<file path="src/rtl/usb_rx_line_decoder_if.sv">
// rtl/usb_rx_line_decoder_if.sv - USB line pins and decoded bit-stream bundle
interface usb_rx_line_decoder_if;
  logic d_plus;
  logic d_minus;
  logic data_out;
  logic shift_en;
  logic crc_clr;
  logic pkt_active;
  logic eop;
  logic rx_err;

  modport master (
    input  d_plus, d_minus,
    output data_out, shift_en, crc_clr, pkt_active, eop, rx_err
  );

  modport slave (
    output d_plus, d_minus,
    input  data_out, shift_en, crc_clr, pkt_active, eop, rx_err
  );
endinterface

</file>
<file path="src/rtl/usb_rx_line_decoder.sv">
// rtl/usb_rx_line_decoder.sv - USB RX front end: sync, bit recovery, NRZI, SYNC/stuff/EOP
module usb_rx_line_decoder #(
  parameter int CLKS_PER_BIT = 8,
  parameter int SAMPLE_POINT = 3
) (
  input  logic                         clk,
  input  logic                         n_rst,
  usb_rx_line_decoder_if.master        rx_if
);
  localparam int              CW       = $clog2(CLKS_PER_BIT);
  localparam logic [CW-1:0]   SP_CNT   = CW'(SAMPLE_POINT);
  localparam logic [CW-1:0]   LAST_CNT = CW'(CLKS_PER_BIT - 1);
  localparam logic [1:0]      LINE_J   = 2'b10;
  localparam logic [1:0]      LINE_K   = 2'b01;
  localparam logic [1:0]      LINE_SE0 = 2'b00;

  typedef enum logic [2:0] {
    S_IDLE, S_SYNC, S_DATA, S_EOP1, S_EOP2, S_ERR, S_ERR_SE0
  } state_t;

  state_t        r_state, w_state_nxt;
  logic [1:0]    r_meta, r_sync, r_prev, r_line;
  logic          r_edge, r_jk;
  logic [CW-1:0] r_cnt;
  logic          r_nrzi_prev;
  logic [2:0]    r_zeros, w_zeros_nxt;
  logic [2:0]    r_ones, w_ones_nxt;
  logic          r_data_out, w_data_nxt;
  logic          r_shift_en, w_shift_nxt;
  logic          r_crc_clr, w_crc_clr_nxt;
  logic          r_pkt_active, w_pkt_nxt;
  logic          r_eop, w_eop_nxt;
  logic          r_rx_err, w_err_nxt;
  logic          w_sample, w_line_jk, w_bit;

  // r_line trails r_prev by one clock so it lines up with the registered edge flag
  always_ff @(posedge clk or negedge n_rst) begin
    if (!n_rst) begin
      r_meta <= LINE_J;
      r_sync <= LINE_J;
      r_prev <= LINE_J;
      r_line <= LINE_J;
      r_edge <= 1'b0;
      r_jk   <= 1'b0;
    end else begin
      r_meta <= {rx_if.d_plus, rx_if.d_minus};
      r_sync <= r_meta;
      r_prev <= r_sync;
      r_line <= r_prev;
      r_edge <= (r_sync != r_prev);
      r_jk   <= (r_prev == LINE_J) && (r_sync == LINE_K);
    end
  end

  always_ff @(posedge clk or negedge n_rst) begin
    if (!n_rst) begin
      r_cnt <= '0;
    end else if (r_state == S_IDLE || r_edge || r_cnt == LAST_CNT) begin
      r_cnt <= '0;
    end else begin
      r_cnt <= r_cnt + 1'b1;
    end
  end

  assign w_sample  = (r_state != S_IDLE) && (r_cnt == SP_CNT);
  assign w_line_jk = r_line[1] ^ r_line[0];
  assign w_bit     = (r_line[1] == r_nrzi_prev);

  always_ff @(posedge clk or negedge n_rst) begin
    if (!n_rst) begin
      r_nrzi_prev <= 1'b1;
    end else if (r_state == S_IDLE) begin
      r_nrzi_prev <= 1'b1;
    end else if (w_sample && w_line_jk) begin
      r_nrzi_prev <= r_line[1];
    end
  end

  always_ff @(posedge clk or negedge n_rst) begin
    if (!n_rst) begin
      r_state      <= S_IDLE;
      r_zeros      <= '0;
      r_ones       <= '0;
      r_data_out   <= 1'b0;
      r_shift_en   <= 1'b0;
      r_crc_clr    <= 1'b0;
      r_pkt_active <= 1'b0;
      r_eop        <= 1'b0;
      r_rx_err     <= 1'b0;
    end else begin
      r_state      <= w_state_nxt;
      r_zeros      <= w_zeros_nxt;
      r_ones       <= w_ones_nxt;
      r_data_out   <= w_data_nxt;
      r_shift_en   <= w_shift_nxt;
      r_crc_clr    <= w_crc_clr_nxt;
      r_pkt_active <= w_pkt_nxt;
      r_eop        <= w_eop_nxt;
      r_rx_err     <= w_err_nxt;
    end
  end

  always_comb begin
    w_state_nxt   = r_state;
    w_zeros_nxt   = r_zeros;
    w_ones_nxt    = r_ones;
    w_data_nxt    = r_data_out;
    w_shift_nxt   = 1'b0;
    w_crc_clr_nxt = 1'b0;
    w_pkt_nxt     = r_pkt_active;
    w_eop_nxt     = 1'b0;
    w_err_nxt     = 1'b0;
    case (r_state)
      S_IDLE: begin
        w_zeros_nxt = '0;
        w_ones_nxt  = '0;
        if (r_jk) w_state_nxt = S_SYNC;
      end
      S_SYNC: if (w_sample) begin
        if (!w_line_jk) begin
          w_state_nxt = S_ERR;
        end else if (w_bit) begin
          if (r_zeros == 3'd7) begin
            w_state_nxt   = S_DATA;
            w_crc_clr_nxt = 1'b1;
            w_pkt_nxt     = 1'b1;
            w_ones_nxt    = '0;
          end else begin
            w_state_nxt = S_ERR;
          end
        end else if (r_zeros == 3'd7) begin
          w_state_nxt = S_ERR;
        end else begin
          w_zeros_nxt = r_zeros + 3'd1;
        end
      end
      S_DATA: if (w_sample) begin
        if (r_line == LINE_SE0) begin
          w_state_nxt = S_EOP1;
        end else if (!w_line_jk) begin
          w_state_nxt = S_ERR;
        end else if (r_ones == 3'd6) begin
          // six ones in a row: this bit must be a stuffed zero and is dropped
          if (w_bit) w_state_nxt = S_ERR;
          else       w_ones_nxt  = '0;
        end else begin
          w_shift_nxt = 1'b1;
          w_data_nxt  = w_bit;
          w_ones_nxt  = w_bit ? r_ones + 3'd1 : 3'd0;
        end
      end
      S_EOP1: if (w_sample) begin
        w_state_nxt = (r_line == LINE_SE0) ? S_EOP2 : S_ERR;
      end
      S_EOP2: if (w_sample) begin
        if (r_line == LINE_J) begin
          w_state_nxt = S_IDLE;
          w_eop_nxt   = 1'b1;
          w_pkt_nxt   = 1'b0;
        end else if (r_line != LINE_SE0) begin
          w_state_nxt = S_ERR;
        end
      end
      S_ERR: if (w_sample && r_line == LINE_SE0) begin
        w_state_nxt = S_ERR_SE0;
      end
      S_ERR_SE0: if (w_sample) begin
        if (r_line == LINE_J)        w_state_nxt = S_IDLE;
        else if (r_line != LINE_SE0) w_state_nxt = S_ERR;
      end
      default: w_state_nxt = S_IDLE;
    endcase
    if (w_state_nxt == S_ERR && r_state != S_ERR && r_state != S_ERR_SE0) begin
      w_err_nxt = 1'b1;
      w_pkt_nxt = 1'b0;
    end
  end

  assign rx_if.data_out   = r_data_out;
  assign rx_if.shift_en   = r_shift_en;
  assign rx_if.crc_clr    = r_crc_clr;
  assign rx_if.pkt_active = r_pkt_active;
  assign rx_if.eop        = r_eop;
  assign rx_if.rx_err     = r_rx_err;
endmodule

</file>
<file path="src/flat_wrapper.sv">
// flat-port wrapper written by rule: the top's interface ports become plain ports
module usb_rx_line_decoder_flat 
#(
  parameter int CLKS_PER_BIT = 8,
  parameter int SAMPLE_POINT = 3
)
  (clk, n_rst, rx_if_d_plus, rx_if_d_minus, rx_if_data_out, rx_if_shift_en, rx_if_crc_clr, rx_if_pkt_active, rx_if_eop, rx_if_rx_err);
  usb_rx_line_decoder_if rx_if_i ();
  input  logic clk;
  input  logic n_rst;
  input wire logic [$bits(rx_if_i.d_plus)-1:0] rx_if_d_plus;
  input wire logic [$bits(rx_if_i.d_minus)-1:0] rx_if_d_minus;
  output wire logic [$bits(rx_if_i.data_out)-1:0] rx_if_data_out;
  output wire logic [$bits(rx_if_i.shift_en)-1:0] rx_if_shift_en;
  output wire logic [$bits(rx_if_i.crc_clr)-1:0] rx_if_crc_clr;
  output wire logic [$bits(rx_if_i.pkt_active)-1:0] rx_if_pkt_active;
  output wire logic [$bits(rx_if_i.eop)-1:0] rx_if_eop;
  output wire logic [$bits(rx_if_i.rx_err)-1:0] rx_if_rx_err;
  assign rx_if_i.d_plus = rx_if_d_plus;
  assign rx_if_i.d_minus = rx_if_d_minus;
  assign rx_if_data_out = rx_if_i.data_out;
  assign rx_if_shift_en = rx_if_i.shift_en;
  assign rx_if_crc_clr = rx_if_i.crc_clr;
  assign rx_if_pkt_active = rx_if_i.pkt_active;
  assign rx_if_eop = rx_if_i.eop;
  assign rx_if_rx_err = rx_if_i.rx_err;
  usb_rx_line_decoder #(.CLKS_PER_BIT(CLKS_PER_BIT), .SAMPLE_POINT(SAMPLE_POINT)) u_core (.clk(clk), .n_rst(n_rst), .rx_if(rx_if_i));
endmodule
</file>
<file path="config.mk">
export PLATFORM = sky130hd
export DESIGN_NAME = usb_rx_line_decoder_flat
export DESIGN_NICKNAME = d
export VERILOG_FILES = /design/src/rtl/usb_rx_line_decoder_if.sv /design/src/rtl/usb_rx_line_decoder.sv /design/src/flat_wrapper.sv
export SDC_FILE = /design/constraint.sdc
export NUM_CORES = 1
export LEC_CHECK = 0
export BUFFER_PORTS_ARGS = -buffer_cell sky130_fd_sc_hd__buf_2
export CAP_MARGIN = 20
export CORE_MARGIN = 5
export CORE_UTILIZATION = 45
export DETAILED_ROUTE_END_ITERATION = 6
export PLACE_DENSITY = 0.65
export SYNTH_ARGS = -nofsm -noshare
export SYNTH_HDL_FRONTEND = slang
export SYNTH_SLANG_ARGS = --single-unit
</file>
<file path="constraint.sdc">
create_clock -name clk -period 2.5 [get_ports clk]
set_input_delay 0 -clock clk [delete_from_list [all_inputs] [get_ports clk]]
set_output_delay 0 -clock clk [all_outputs]
set_load 0.05 [all_outputs]
</file>
After elaboration in Yosys (flattened, before gate mapping)
Index checks and enable logic that the tools add are counted.
{ "word_totals": {"mem_bits_rw": 0, "reg_bits": 29, "rom_bits": 0, "inputBits": 4, "latch_bits": 0, "elab_cells": 137, "n_memories": 0} }
{ "classes": {"n_reduce_logical": 21, "add_sub_neg": 3, "multipliers": 0, "magnitude_cmp": 0, "muxes": 59, "bitwise_logic": 3, "n_eq_ne": 34, "n_shift": 0, "n_div": 0} }
{ "op_table": {"columns": ["cell", "count"], "rows": [
  ["$mux 3", 31],
  ["$mux 1", 24],
  ["$eq 3x3->1 const B", 7],
  ["$ne 3x1->1 const B", 6],
  ["$pmux 3 s6", 1],
  ["$ne 2x1->1 const B", 6],
  ["$reduce_and 5->1", 2],
  ["$add 3x1->3 const B", 3],
  ["$eq 3x2->1 const B", 3],
  ["$ne 3x3->1 const B", 3],
  ["$pmux 3 s3", 1],
  ["$reduce_and 9->1", 1],
  ["$reduce_bool 3->1", 3],
  ["$reduce_and 7->1", 1],
  ["$logic_and 1x1->1", 6],
  ["$ne 2x2->1 const B", 3],
  ["$pmux 3 s2", 1],
  ["$reduce_bool 2->1", 3],
  ["$eq 2x2->1 const B", 2],
  ["$eq 3x1->1 const B", 1],
  ["$logic_not 3->1", 1],
  ["$eq 2x1->1 const B", 1],
  ["$logic_not 2->1", 1],
  ["$logic_or 1x1->1", 2],
  ["other kinds (6)", 7]
]} }

Logic depth before layout (Yosys ltp)
Gate-level depths: netlist of the first run.
{ "depth": {"ltp_word": 12, "ltp_mapped": 9, "ltp_nobuf": 8} }

Worst setup path after synthesis of the first run
Ideal clock, no wire load.
{ "synth_timing": {"path_kind": "register to register", "start": "register u_core.r_line[1]", "end": "register u_core.r_zeros[0]", "path_stages_with_launch": 7, "t_required_ns": 2.379, "setup_slack_ns": 0.429, "n_path_buf": 0, "arrival_time_ns": 1.950, "cell_sequence": "dfstp_2 -> inv_1 -> ha_1 -> o311ai_4 -> or4_4 -> mux2_2 -> a22o_1"} }
{ "synth_via": {"elab_chain_cells": 3, "elab_cells_between_ends": 5, "classes_between": "eq/ne (3); bitwise (1); reduce/logical (1)"} }
{ "synth_rtl": {"columns": ["element", "line_no", "rtl"], "rows": [
  ["start, declared", "usb_rx_line_decoder.sv:22", "logic [1:0] r_meta, r_sync, r_prev, r_line;"],
  ["start signal, assigned", "usb_rx_line_decoder.sv:49", "r_line <= r_prev;"],
  ["$eq 1x1->1 / $xor 1x1->1 (equally long branches)", "usb_rx_line_decoder.sv:67, usb_rx_line_decoder.sv:66", null],
  ["$ne 2x2->1 (no source line) / $ne 2x1->1 (equally long branches)", null, null],
  ["$reduce_and 5->1 (no source line) *", null, null],
  ["end signal, assigned", "usb_rx_line_decoder.sv:92", "r_zeros <= w_zeros_nxt;"],
  ["end, declared", "usb_rx_line_decoder.sv:26", "logic [2:0] r_zeros, w_zeros_nxt;"]
]} }
Mark *: on every way between the ends. The rest lies on a longest branch, timed or not.
A chain may end at the register's enable or synchronous reset.

Worst setup path after layout of the first run
{ "layout_timing": {"start": "register u_core.r_cnt[0]", "end": "register u_core.r_zeros[0]"} }
{ "layout_via": {"elab_chain_cells": 4} }
{ "layout_rtl": {"columns": ["element", "line_no", "rtl"], "rows": [
  ["start, declared", "usb_rx_line_decoder.sv:24", "logic [CW-1:0] r_cnt;"],
  ["start signal, assigned", "usb_rx_line_decoder.sv:61", "r_cnt <= r_cnt + 1'b1;"],
  ["$eq 3x2->1", "usb_rx_line_decoder.sv:65", "assign w_sample = (r_state != S_IDLE) && (r_cnt == SP_CNT);"],
  ["$logic_and 1x1->1", "usb_rx_line_decoder.sv:65", null],
  ["$ne 2x1->1 (no source line)", null, null],
  ["$reduce_and 5->1 (no source line)", null, null]
]} }
No other way between the ends.

==> results.md, run 1 <==
- Final Cycle Share: 89.5%
- CTS sink count: 29
- Setup Buffers After CTS: 0
- N_diodes: 0
- H-tree depth: 2
- Worst Setup Slack, final: 262 ps
- Seq/Total Area, Yosys: 50.3%
- Setup TNS: 0 ps
- Netlist Area Pre-Place: 1460 sq um
- Cells after synthesis: 133
- Rel. slew slack: 58.3%
- Syn Area/Cell: 11.0 sq um
- DR WL/cell: 14.1 microns
- Total I/O pin count: 10
- FFs w/ async S/R, synth: 100%
- GRT Util Overall: 14.9%
- WL final: 2.72 mm
- WS Path Type: reg -> reg
- Antenna viol nets, final: 0
- Final core occ: 53.3%
- Root buffer cell: clkbuf_4
- Clk_lat worst skew: 320 ps
- Post-Place Worst Slack: 271 ps
- Crit path required time: 2710 ps
- Slew Limit Fails: 0
- Max-Cap Viols: 0
- Hold Vio Cnt, Final: 0
- Crit path DAT: 2440 ps
- Worst R2R Path Depth: 6
- Number of global-route vias before repair: 1084
- Outcome: complete, no violations
- Final setup fails: 0
- Worst-margin pin slew: 625 ps
- Number of synthesized register bits: 29
- Chip Height: 66.9 microns
- Post-CTS Resized: 0
- Leakage: 0.756 nW
- RSZ-0062 raised after global routing: false
- DR pass1 iterations: 4
- Number of synthesized flops with an enable pin: 0
- Hold Buf Count CTS: 3
- Die W: 66.9 microns
- GP Congestion: 0.891
- Inserted Clock Buffers: 5
- Layout area overhead: 12.7%
- Kind of start point of the critical path: flip-flop
- GR Overflow Total: 0
- Final HPWL DP: 1.95 mm
- DRC errors left: 0
- FMAX: 0.447 GHz
- Initial antenna violation count: 0
- Fin crit period: 2240 ps
- Worst vdd ir: 0.413 mV
- Crit-path max FO: 10
- Fin Clk Skew: 14.8 ps
- Clock Path Buffers: 2
- # rows: 20
- Initial DRC Count: 56
- CP Capture Type: flip-flop
- TritonCTS clock tree: done
- Initial core utilization: 47.3%
- Worst min path class: in -> async
- Distinct cells, synth: 44
- Clk slew on worst S/H paths: 100 ps
- Main synth FF type: dfrtp_1
- IO buf count: 9
- Pwr per Cell Area: 671 nW/um^2
- Global-route wire length before repair: 4.95 mm
- Via count: 1054
- Share of layout cells above drive strength 1: 22.3%
- Total number of yosys warnings: 0
- Fillers: 283
- Die Area: 4470 sq um
- Largest net degree at the start of global routing: 30
- Final nets: 160
- Core Region: 3080 sq um
- Routed vias/inst: 5.49
- Syn Nets: 146
synth_stat cells, drive strengths merged (2+ instances only):
cell	number	area (sq um)
or3	2	12.5
xnor2	4	35.0
a22o	5	43.8
a21oi	3	15.0
ha	9	113
buf	6	36.3
nand2	13	48.8
dfrtp	24	601
inv	7	26.3
or2	3	18.8
dfstp	5	131
nor3	2	10.0
o21ai	6	30.0
nor2	12	50.1
nand2b	2	20.0
nor2b	3	18.8
nand4	2	18.8
a21o	2	15.0
nand3	3	15.0
a31oi	2	12.5
routing by layer:
metal,track usage (%),up-vias,routed length [microns]
met2,25.2,31,1390
met5,0,-,0
met3,4.72,5,139
met1,17.5,517,1150
met4,5.32,0,31
li1,-,501,-
registers in the layout, summed over array words and instances (netlist names), 2 cells and up:
| register | count |
|---|---|
| u_core.r_state | 3 |
| u_core.r_line | 2 |
| u_core.r_meta | 2 |
| u_core.r_ones | 3 |
| u_core.r_cnt | 3 |
| u_core.r_prev | 2 |
| u_core.r_zeros | 3 |
| u_core.r_sync | 2 |
per-stage QoR:
step	instances	area, sq um	total power, mW	hold WS, ps
2_1_floorplan	133	1460	0.672	-296
3_3_place_gp	181	1530	0.710	47.2
3_5_place_dp	181	1530	0.716	61.5
4_1_cts	192	1640	1.12	228
5_1_grt	192	1640	1.17	270
6_report	192	1640	1.10	217
cell usage in the layout (no fill, tap or decap), types with 2 or more instances in the layout:
cell type      instances
clkbuf_4               5
a21oi_1                3
a22o_1                 5
nor3_1                 2
o21ai_1                3
buf_2                  9
nand3_1                3
a21o_1                 2
dfstp_2                5
a31oi_1                2
nor2_2                 2
nor2_1                10
dfrtp_1               24
or3_1                  2
nor2b_1                3
ha_1                   9
o21ai_0                3
dlygate4sd3_1          3
nand2_1               13
inv_1                  7
or2_1                  2
xnor2_1                4
path summary, 6_finish.rpt:
| path | slack (ps) | to | start |
|---|---|---|---|
| setup / recovery | 260 | u_core.r_zeros[0] | u_core.r_cnt[0] |
| max in group asynchronous | 1860 | u_core.r_cnt[1] | n_rst |
| hold / removal | 220 | u_core.r_state[2] | n_rst |
| setup reg to reg | 260 | u_core.r_zeros[0] | u_core.r_cnt[0] |
| hold reg to reg | 360 | u_core.r_sync[0] | u_core.r_meta[0] |
| min in group clk | 310 | u_core.r_meta[1] | rx_if_d_plus |
worst max-delay path, cell delays in order, from the launching register on:
cell and delay, ps:
dfrtp_1 370, ha_1 190, ha_1 430, o311ai_4 210, or4_4 480, mux2_2 290
a22o_1 170
power by group:
group / switching, mW / total, mW / internal, mW
clock: 0.178 / 0.390 / 0.212
combinational: 0.110 / 0.182 / 0.0721
sequential: 0.0339 / 0.529 / 0.495
total: 0.322 / 1.10 / 0.779
logic make-up after synthesis:
| kind of cell | synth area share [%] |
|---|---|
| simple gates | 18.2 |
| mux | 0.773 |
| buf+inv | 4.30 |
| compound gates | 15.7 |
| fa+ha+maj | 7.73 |
| xor+xnor | 3.01 |
| flops | 50.3 |
final cells by class:
type / count / area (sq um) / area share (%)
Multi-Input combinational cell: 91 / 662 / 40.3
Sequential cell: 29 / 732 / 44.6
Clock inverter: 3 / 46.3 / 2.82
Inverter: 7 / 26.3 / 1.60
Clock buffer: 5 / 37.5 / 2.29
Timing Repair Buffer: 13 / 82.6 / 5.03
Tap cell: 44 / 55.1 / 3.35
Power figures use the tool's default switching activity.
==> run 2: changes to the inputs <==
ABC_AREA = 1   (was unset)
==> results.md, run 2 <==
- Outcome: complete, no violations (unchanged)
- Fillers: 323 (was 283)
- Crit path required time: 2720 ps (was 2710 ps)
- Crit path DAT: 2170 ps (was 2440 ps)
- Synth Area in Adders: 7.36% (was 7.73%)
- Max-Cap Viols: 0 (unchanged)
- WS Path Type: reg -> reg (unchanged)
- CTS sink count: 29 (unchanged)
- DR pass1 iterations: 4 (unchanged)
- Layout area overhead: 13.7% (was 12.7%)
- Final HPWL DP: 2.06 mm (was 1.95 mm)
- Seq/Total Area, Yosys: 47.8% (was 50.3%)
- Worst min path class: in -> async (unchanged)
- Commonest cells post-synth: 45 x nand2_1, 29 x inv_1, 24 x dfrtp_1 (was 24 x dfrtp_1, 13 x nand2_1, 10 x nor2_1)
- Crit-path max FO: 5 (was 10)
- Reg-to-Reg Start: u_core.r_cnt[0] (unchanged)
- Setup TNS: 0 ps (unchanged)
- Distinct cells, synth: 27 (was 44)
- N_diodes: 0 (unchanged)
- Clk_lat worst skew: 330 ps (was 320 ps)
- Final Cycle Share: 78.1% (was 89.5%)
- Leakage: 0.939 nW (was 0.756 nW)
- Number of global-route vias before repair: 1198 (was 1084)
- Count leader, synth: nand2_1 (was dfrtp_1)
- GRT Util Overall: 14.7% (was 14.9%)
- TritonCTS clock tree: done (unchanged)
- Share of layout cells above drive strength 1: 17.7% (was 22.3%)
- Clock Path Buffers: 2 (unchanged)
- DR WL/cell: 11.2 microns (was 14.1 microns)
- Rel. slew slack: 59.1% (was 58.3%)
- Slew Limit Fails: 0 (unchanged)
- Largest net degree at the start of global routing: 30 (unchanged)
- Crit path to: u_core.rx_if.pkt_active (was u_core.r_zeros[0])
- Fin Clk Skew: 8.60 ps (was 14.8 ps)
- Post-CTS Resized: 0 (unchanged)
- Antenna viol nets, final: 0 (unchanged)
- Top cells by area, synth: dfrtp_1 39%, nand2_1 11%, dfstp_2 8.6% (was dfrtp_1 41%, dfstp_2 9.0%, ha_1 7.7%)
- Main synth FF type: dfrtp_1 (unchanged)
- # rows: 21 (was 20)
- Worst vdd ir: 0.328 mV (was 0.413 mV)
- Core Region: 3310 sq um (was 3080 sq um)
- Die Area: 4670 sq um (was 4470 sq um)
- Hold Vio Cnt, Final: 0 (unchanged)
- DRC errors left: 0 (unchanged)
- Area leader, netlist: dfrtp_1 (unchanged)
- Fin crit period: 1950 ps (was 2240 ps)
- Global-route wire length before repair: 5.01 mm (was 4.95 mm)
- Total I/O pin count: 10 (unchanged)
- Routed vias/inst: 4.81 (was 5.49)
- Kind of start point of the critical path: flip-flop (unchanged)
- Via count: 1173 (was 1054)
- Total number of yosys warnings: 0 (unchanged)
- Initial core utilization: 46.2% (was 47.3%)
- Syn Nets: 193 (was 146)
- Critical path origin: u_core.r_cnt[0] (unchanged)
- Design area: 1740 sq um (was 1640 sq um)
- FFs w/ async S/R, synth: 100% (unchanged)
- GR Overflow Total: 0 (unchanged)
- Number of synthesized flops with an enable pin: 0 (unchanged)
- RR Endpoint: u_core.rx_if.pkt_active (was u_core.r_zeros[0])
- Initial DRC Count: 60 (was 56)
- Worst R2R Path Depth: 11 (was 6)
- FMAX: 0.512 GHz (was 0.447 GHz)
- WL final: 2.74 mm (was 2.72 mm)
- Complex-gate fraction of the synthesized area: 6.46% (was 15.7%)
- Most common cell after layout, fill and taps aside: nand2_1 (was dfrtp_1)
- Number of synthesized register bits: 29 (unchanged)
- Final setup fails: 0 (unchanged)
- Commonest non-fill, non-tap cells in the layout: 45 x nand2_1, 29 x inv_1, 24 x dfrtp_1 (was 24 x dfrtp_1, 13 x nand2_1, 10 x nor2_1)
- Post-synthesis mux area share: 0% (was 0.773%)
- Clk slew on worst S/H paths: 100 ps (about the same)
- Syn Area/Cell: 8.50 sq um (was 11.0 sq um)
- IO buf count: 9 (unchanged)
- H-tree depth: 2 (unchanged)
- Final nets: 210 (was 160)
- Post-Synth Simple-Gate Area: 29.2% (was 18.2%)
- Post-synthesis xor/xnor area fraction: 0.572% (was 3.01%)
- Root buffer cell: clkbuf_4 (unchanged)
- Combinational family with the most area after synthesis: simple AND/OR/NAND/NOR gates (unchanged)
- Worst-margin pin slew: 613 ps (was 625 ps)
- Chip Height: 68.3 microns (was 66.9 microns)
- GP Congestion: 0.938 (was 0.891)
- DP Area: 1620 sq um (was 1530 sq um)
- Initial antenna violation count: 0 (unchanged)
- CP Capture Type: flip-flop (unchanged)
- Cells after synthesis: 180 (was 133)
- Multi-input logic area: 667 sq um (was 662 sq um)
- Netlist Area Pre-Place: 1530 sq um (was 1460 sq um)
- Die W: 68.3 microns (was 66.9 microns)
- Flop2flop setup slack: 550 ps (was 260 ps)
- Pwr per Cell Area: 786 nW/um^2 (was 671 nW/um^2)
- Inserted Clock Buffers: 5 (unchanged)
- RSZ-0062 raised after global routing: false (unchanged)
- Register area: 732 sq um (unchanged)
- Yosys top cell area share: 39.2% (was 41.2%)
run 2: worst min-delay path by stage:
stage / slack (ps) / to / from
after floorplan: -300 / u_core.r_cnt[0] / n_rst
after global placement: 40 / u_core.rx_if.data_out / n_rst
after detailed placement: 50 / u_core.rx_if.data_out / n_rst
after CTS: 220 / u_core.r_zeros[2] / n_rst
after global routing: 270 / u_core.r_zeros[2] / n_rst
final: 210 / u_core.r_zeros[2] / n_rst
run 2: logic make-up (layout without fill, tap and decap cells):
logic type	after synthesis	in the layout
AO/OA/AOI/OAI	16	16
buffers and inverters	33	51
AND/OR/NAND/NOR	92	92
flip-flops	29	29
XOR/XNOR	1	1
adder cells (fa/ha/maj)	9	9
run 2: repair_timing:
item,4_1_cts,5_1_grt
setup buffers,0,0
endpoints found under the setup margin,0,0
hold buffers,3,0
endpoints found under the hold margin,26,0
run 2: through the flow:
step | hold WS [ps] | power, mW | setup WS, ps | util [%] | instances
2_1_floorplan | -296 | 0.885 | 805 | - | 180
3_3_place_gp | 40.9 | 0.960 | 576 | 48.9 | 233
3_5_place_dp | 51.2 | 0.964 | 566 | 48.9 | 233
4_1_cts | 219 | 1.38 | 549 | 52.5 | 244
5_1_grt | 271 | 1.46 | 333 | 52.5 | 244
6_report | 207 | 1.37 | 548 | 52.5 | 244
run 2: area by class of cell:
cell class,instances,area share [%]
clock buffer,6,2.95
clock inverter,2,2.16
inverter,31,6.83
multi-input combinational,118,38.3
sequential,29,42.1
tap,46,3.31
timing repair buffer,12,4.32
run 2: critical path, cell delays in order (launching register included):
cell     delay [ps]
dfrtp_1         360
ha_1            180
ha_1            300
inv_1           170
a21oi_4         180
nand2_1         100
nand3_1         100
nand2_1          60
nor2_2           90
nand3_1         110
nor2_2          150
nor2_2           40
run 2: layer usage:
metal	vias up	wire length, microns	share of wire (%)	track usage (%)
met5	-	0	0	0
li1	598	-	-	-
met3	9	154	5.6	5.09
met4	0	67	2.4	7.44
met1	533	1190	44	16.8
met2	33	1320	48	24.3
run 2: power breakdown:
| part | internal [mW] | switching (mW) |
|---|---|---|
| logic | 0.123 | 0.262 |
| registers | 0.518 | 0.0607 |
| clock network | 0.237 | 0.167 |
| total | 0.878 | 0.490 |
==> run 3: changes to the inputs <==
clock period = 1.8 ns   (was 2.5 ns; I/O delays follow)
==> results.md, run 3 (synthesized netlist as in run 2, its figures left out) <==
- Slew Limit Fails: 0 (unchanged)
- Multi-input logic area: 764 sq um (was 667 sq um)
- Fin Hold WS: 213 ps (was 207 ps)
- Total I/O pin count: 10 (unchanged)
- Worst min path class: in -> async (unchanged)
- Routed vias/inst: 4.91 (was 4.81)
- # rows: 21 (unchanged)
- Layout area overhead: 24.5% (was 13.7%)
- FMAX: 0.581 GHz (was 0.512 GHz)
- Fin crit period: 1720 ps (was 1950 ps)
- Final setup fails: 0 (unchanged)
- Flop2flop setup slack: 80 ps (was 550 ps)
- Initial antenna violation count: 0 (unchanged)
- Kind of start point of the critical path: flip-flop (unchanged)
- Worst vdd ir: 0.555 mV (was 0.328 mV)
- GRT Util Overall: 14.3% (was 14.7%)
- Inserted Clock Buffers: 5 (unchanged)
- Final nets: 223 (was 210)
- H-tree depth: 2 (unchanged)
- Share of layout cells above drive strength 1: 30.8% (was 17.7%)
- Hold Vio Cnt, Final: 0 (unchanged)
- Worst-margin pin slew: 609 ps (was 613 ps)
- Pwr per Cell Area: 984 nW/um^2 (was 786 nW/um^2)
- Max-Cap Viols: 0 (unchanged)
- Final Cycle Share: 95.6% (was 78.1%)
- WS Path Type: reg -> reg (unchanged)
- Core Region: 3310 sq um (unchanged)
- Via count: 1263 (was 1173)
- Crit-path max FO: 3 (was 5)
- Clock Path Buffers: 2 (unchanged)
- Register area: 732 sq um (unchanged)
- IO buf count: 9 (unchanged)
- Fin Clk Skew: 6.03 ps (was 8.60 ps)
- DR WL/cell: 11.5 microns (was 11.2 microns)
- Crit path required time: 2040 ps (was 2720 ps)
- RR Endpoint: u_core.r_zeros[0] (was u_core.rx_if.pkt_active)
- Setup TNS: 0 ps (unchanged)
- Fillers: 312 (was 323)
- Rel. slew slack: 59.4% (was 59.1%)
- Final core occ: 57.6% (was 52.5%)
- Largest net degree at the start of global routing: 30 (unchanged)
- N_diodes: 0 (unchanged)
- Most common cell after layout, fill and taps aside: nand2_1 (unchanged)
- Reg-to-Reg Start: u_core.r_line[1] (was u_core.r_cnt[0])
- Commonest non-fill, non-tap cells in the layout: 42 x nand2_1, 25 x inv_1, 24 x dfrtp_1 (was 45 x nand2_1, 29 x inv_1, 24 x dfrtp_1)
- Final HPWL DP: 2.19 mm (was 2.06 mm)
- GR Overflow Total: 0 (unchanged)
- CP Capture Type: flip-flop (unchanged)
- Die Area: 4670 sq um (unchanged)
- Global-route wire length before repair: 4.92 mm (was 5.01 mm)
- Die W: 68.3 microns (unchanged)
- Initial core utilization: 46.2% (unchanged)
- Initial DRC Count: 41 (was 60)
- Clk slew on worst S/H paths: 100 ps (about the same)
- Crit path DAT: 1960 ps (was 2170 ps)
- Antenna viol nets, final: 0 (unchanged)
- CTS sink count: 29 (unchanged)
- Total power: 1.87 mW (was 1.37 mW)
- TritonCTS clock tree: done (unchanged)
- Worst R2R Path Depth: 9 (was 11)
- Chip Height: 68.3 microns (unchanged)
- DR pass1 iterations: 4 (unchanged)
- Outcome: complete, no violations (unchanged)
- DRC errors left: 0 (unchanged)
- Leakage: 0.981 nW (was 0.939 nW)
- Number of global-route vias before repair: 1197 (was 1198)
- RSZ-0062 raised after global routing: true (was false)
- Clk_lat worst skew: 320 ps (was 330 ps)
- GP Congestion: 0.831 (was 0.938)
- WL final: 2.94 mm (was 2.74 mm)
- Root buffer cell: clkbuf_4 (unchanged)
==> run 3: cell count changes in the layout (fill, tap and decap cells not counted), moves of 2 or more <==
cell        change
inv_2           +4
nand2_2         +3
ha_4            +4
clkinvlp_4      +2
nand3_2         +2
nor2_4          +2
ha_1            -5
nand2_1         -3
inv_1           -4
nand3_1         -2
buf_4          +13
==> run 3: cell type report <==
| type | count | area share [%] |
|---|---|---|
| multi-input cells | 118 | 40.1 |
| flip-flops and latches | 29 | 38.4 |
| repair buffers | 25 | 9.06 |
| inverters | 31 | 6.24 |
| well taps | 46 | 3.02 |
| clock buffers | 5 | 1.97 |
| clock inverters | 3 | 1.18 |
==> run 3: worst max-delay path by stage <==
stage	start	end	slack (ps)	depth (start not counted)
2_1_floorplan	u_core.r_line[1]	u_core.rx_if.pkt_active	100	10
3_3_place_gp	u_core.r_cnt[0]	u_core.rx_if.pkt_active	-100	11
3_5_place_dp	u_core.r_cnt[0]	u_core.rx_if.pkt_active	-140	11
4_1_cts	u_core.r_line[1]	u_core.r_ones[0]	20	9
5_1_grt	u_core.r_line[1]	u_core.r_ones[1]	-30	9
6_report	u_core.r_line[1]	u_core.r_zeros[0]	80	9
==> run 3: worst max-delay path: stages, from the launching register on <==
cell     delay [ps]
dfstp_2         540
inv_1            70
buf_4           140
nand2_1          80
nand2_2          80
buf_4           160
nor4_4          230
buf_4           160
nand2_1          40
o21ai_0         150
==> run 3: per-stage QoR <==
| stage | std cells | instance area, sq um | setup WS, ps |
|---|---|---|---|
| 4_1_cts | 254 | 1800 | 20.5 |
| 3_5_place_dp | 243 | 1700 | -144 |
| 2_1_floorplan | 180 | 1530 | 105 |
| 3_3_place_gp | 243 | 1700 | -99.2 |
| 6_report | 257 | 1910 | 79.9 |
| 5_1_grt | 257 | 1910 | -34.8 |
==> run 3: layer usage <==
metal | GRT usage [%] | routed length (microns) | vias to the layer above
met3 | 3.94 | 120 | 7
met4 | 7.44 | 67 | 0
met5 | 0 | 0 | -
li1 | - | - | 629
met1 | 16.5 | 1270 | 601
met2 | 24.1 | 1480 | 26
==> run 3: power by group <==
part	switching, mW	internal, mW	leakage, nW
registers	0.0735	0.719	0.367
clock network	0.235	0.151	0.0234
logic	0.439	0.257	0.591
==> run 3: repair_timing <==
action,CTS,global route
endpoints found under the setup margin,6,8
pin swaps,0,10
endpoints found under the hold margin,26,0
gates resized for setup,4,20
buffers inserted,0,3
hold buffers,3,0
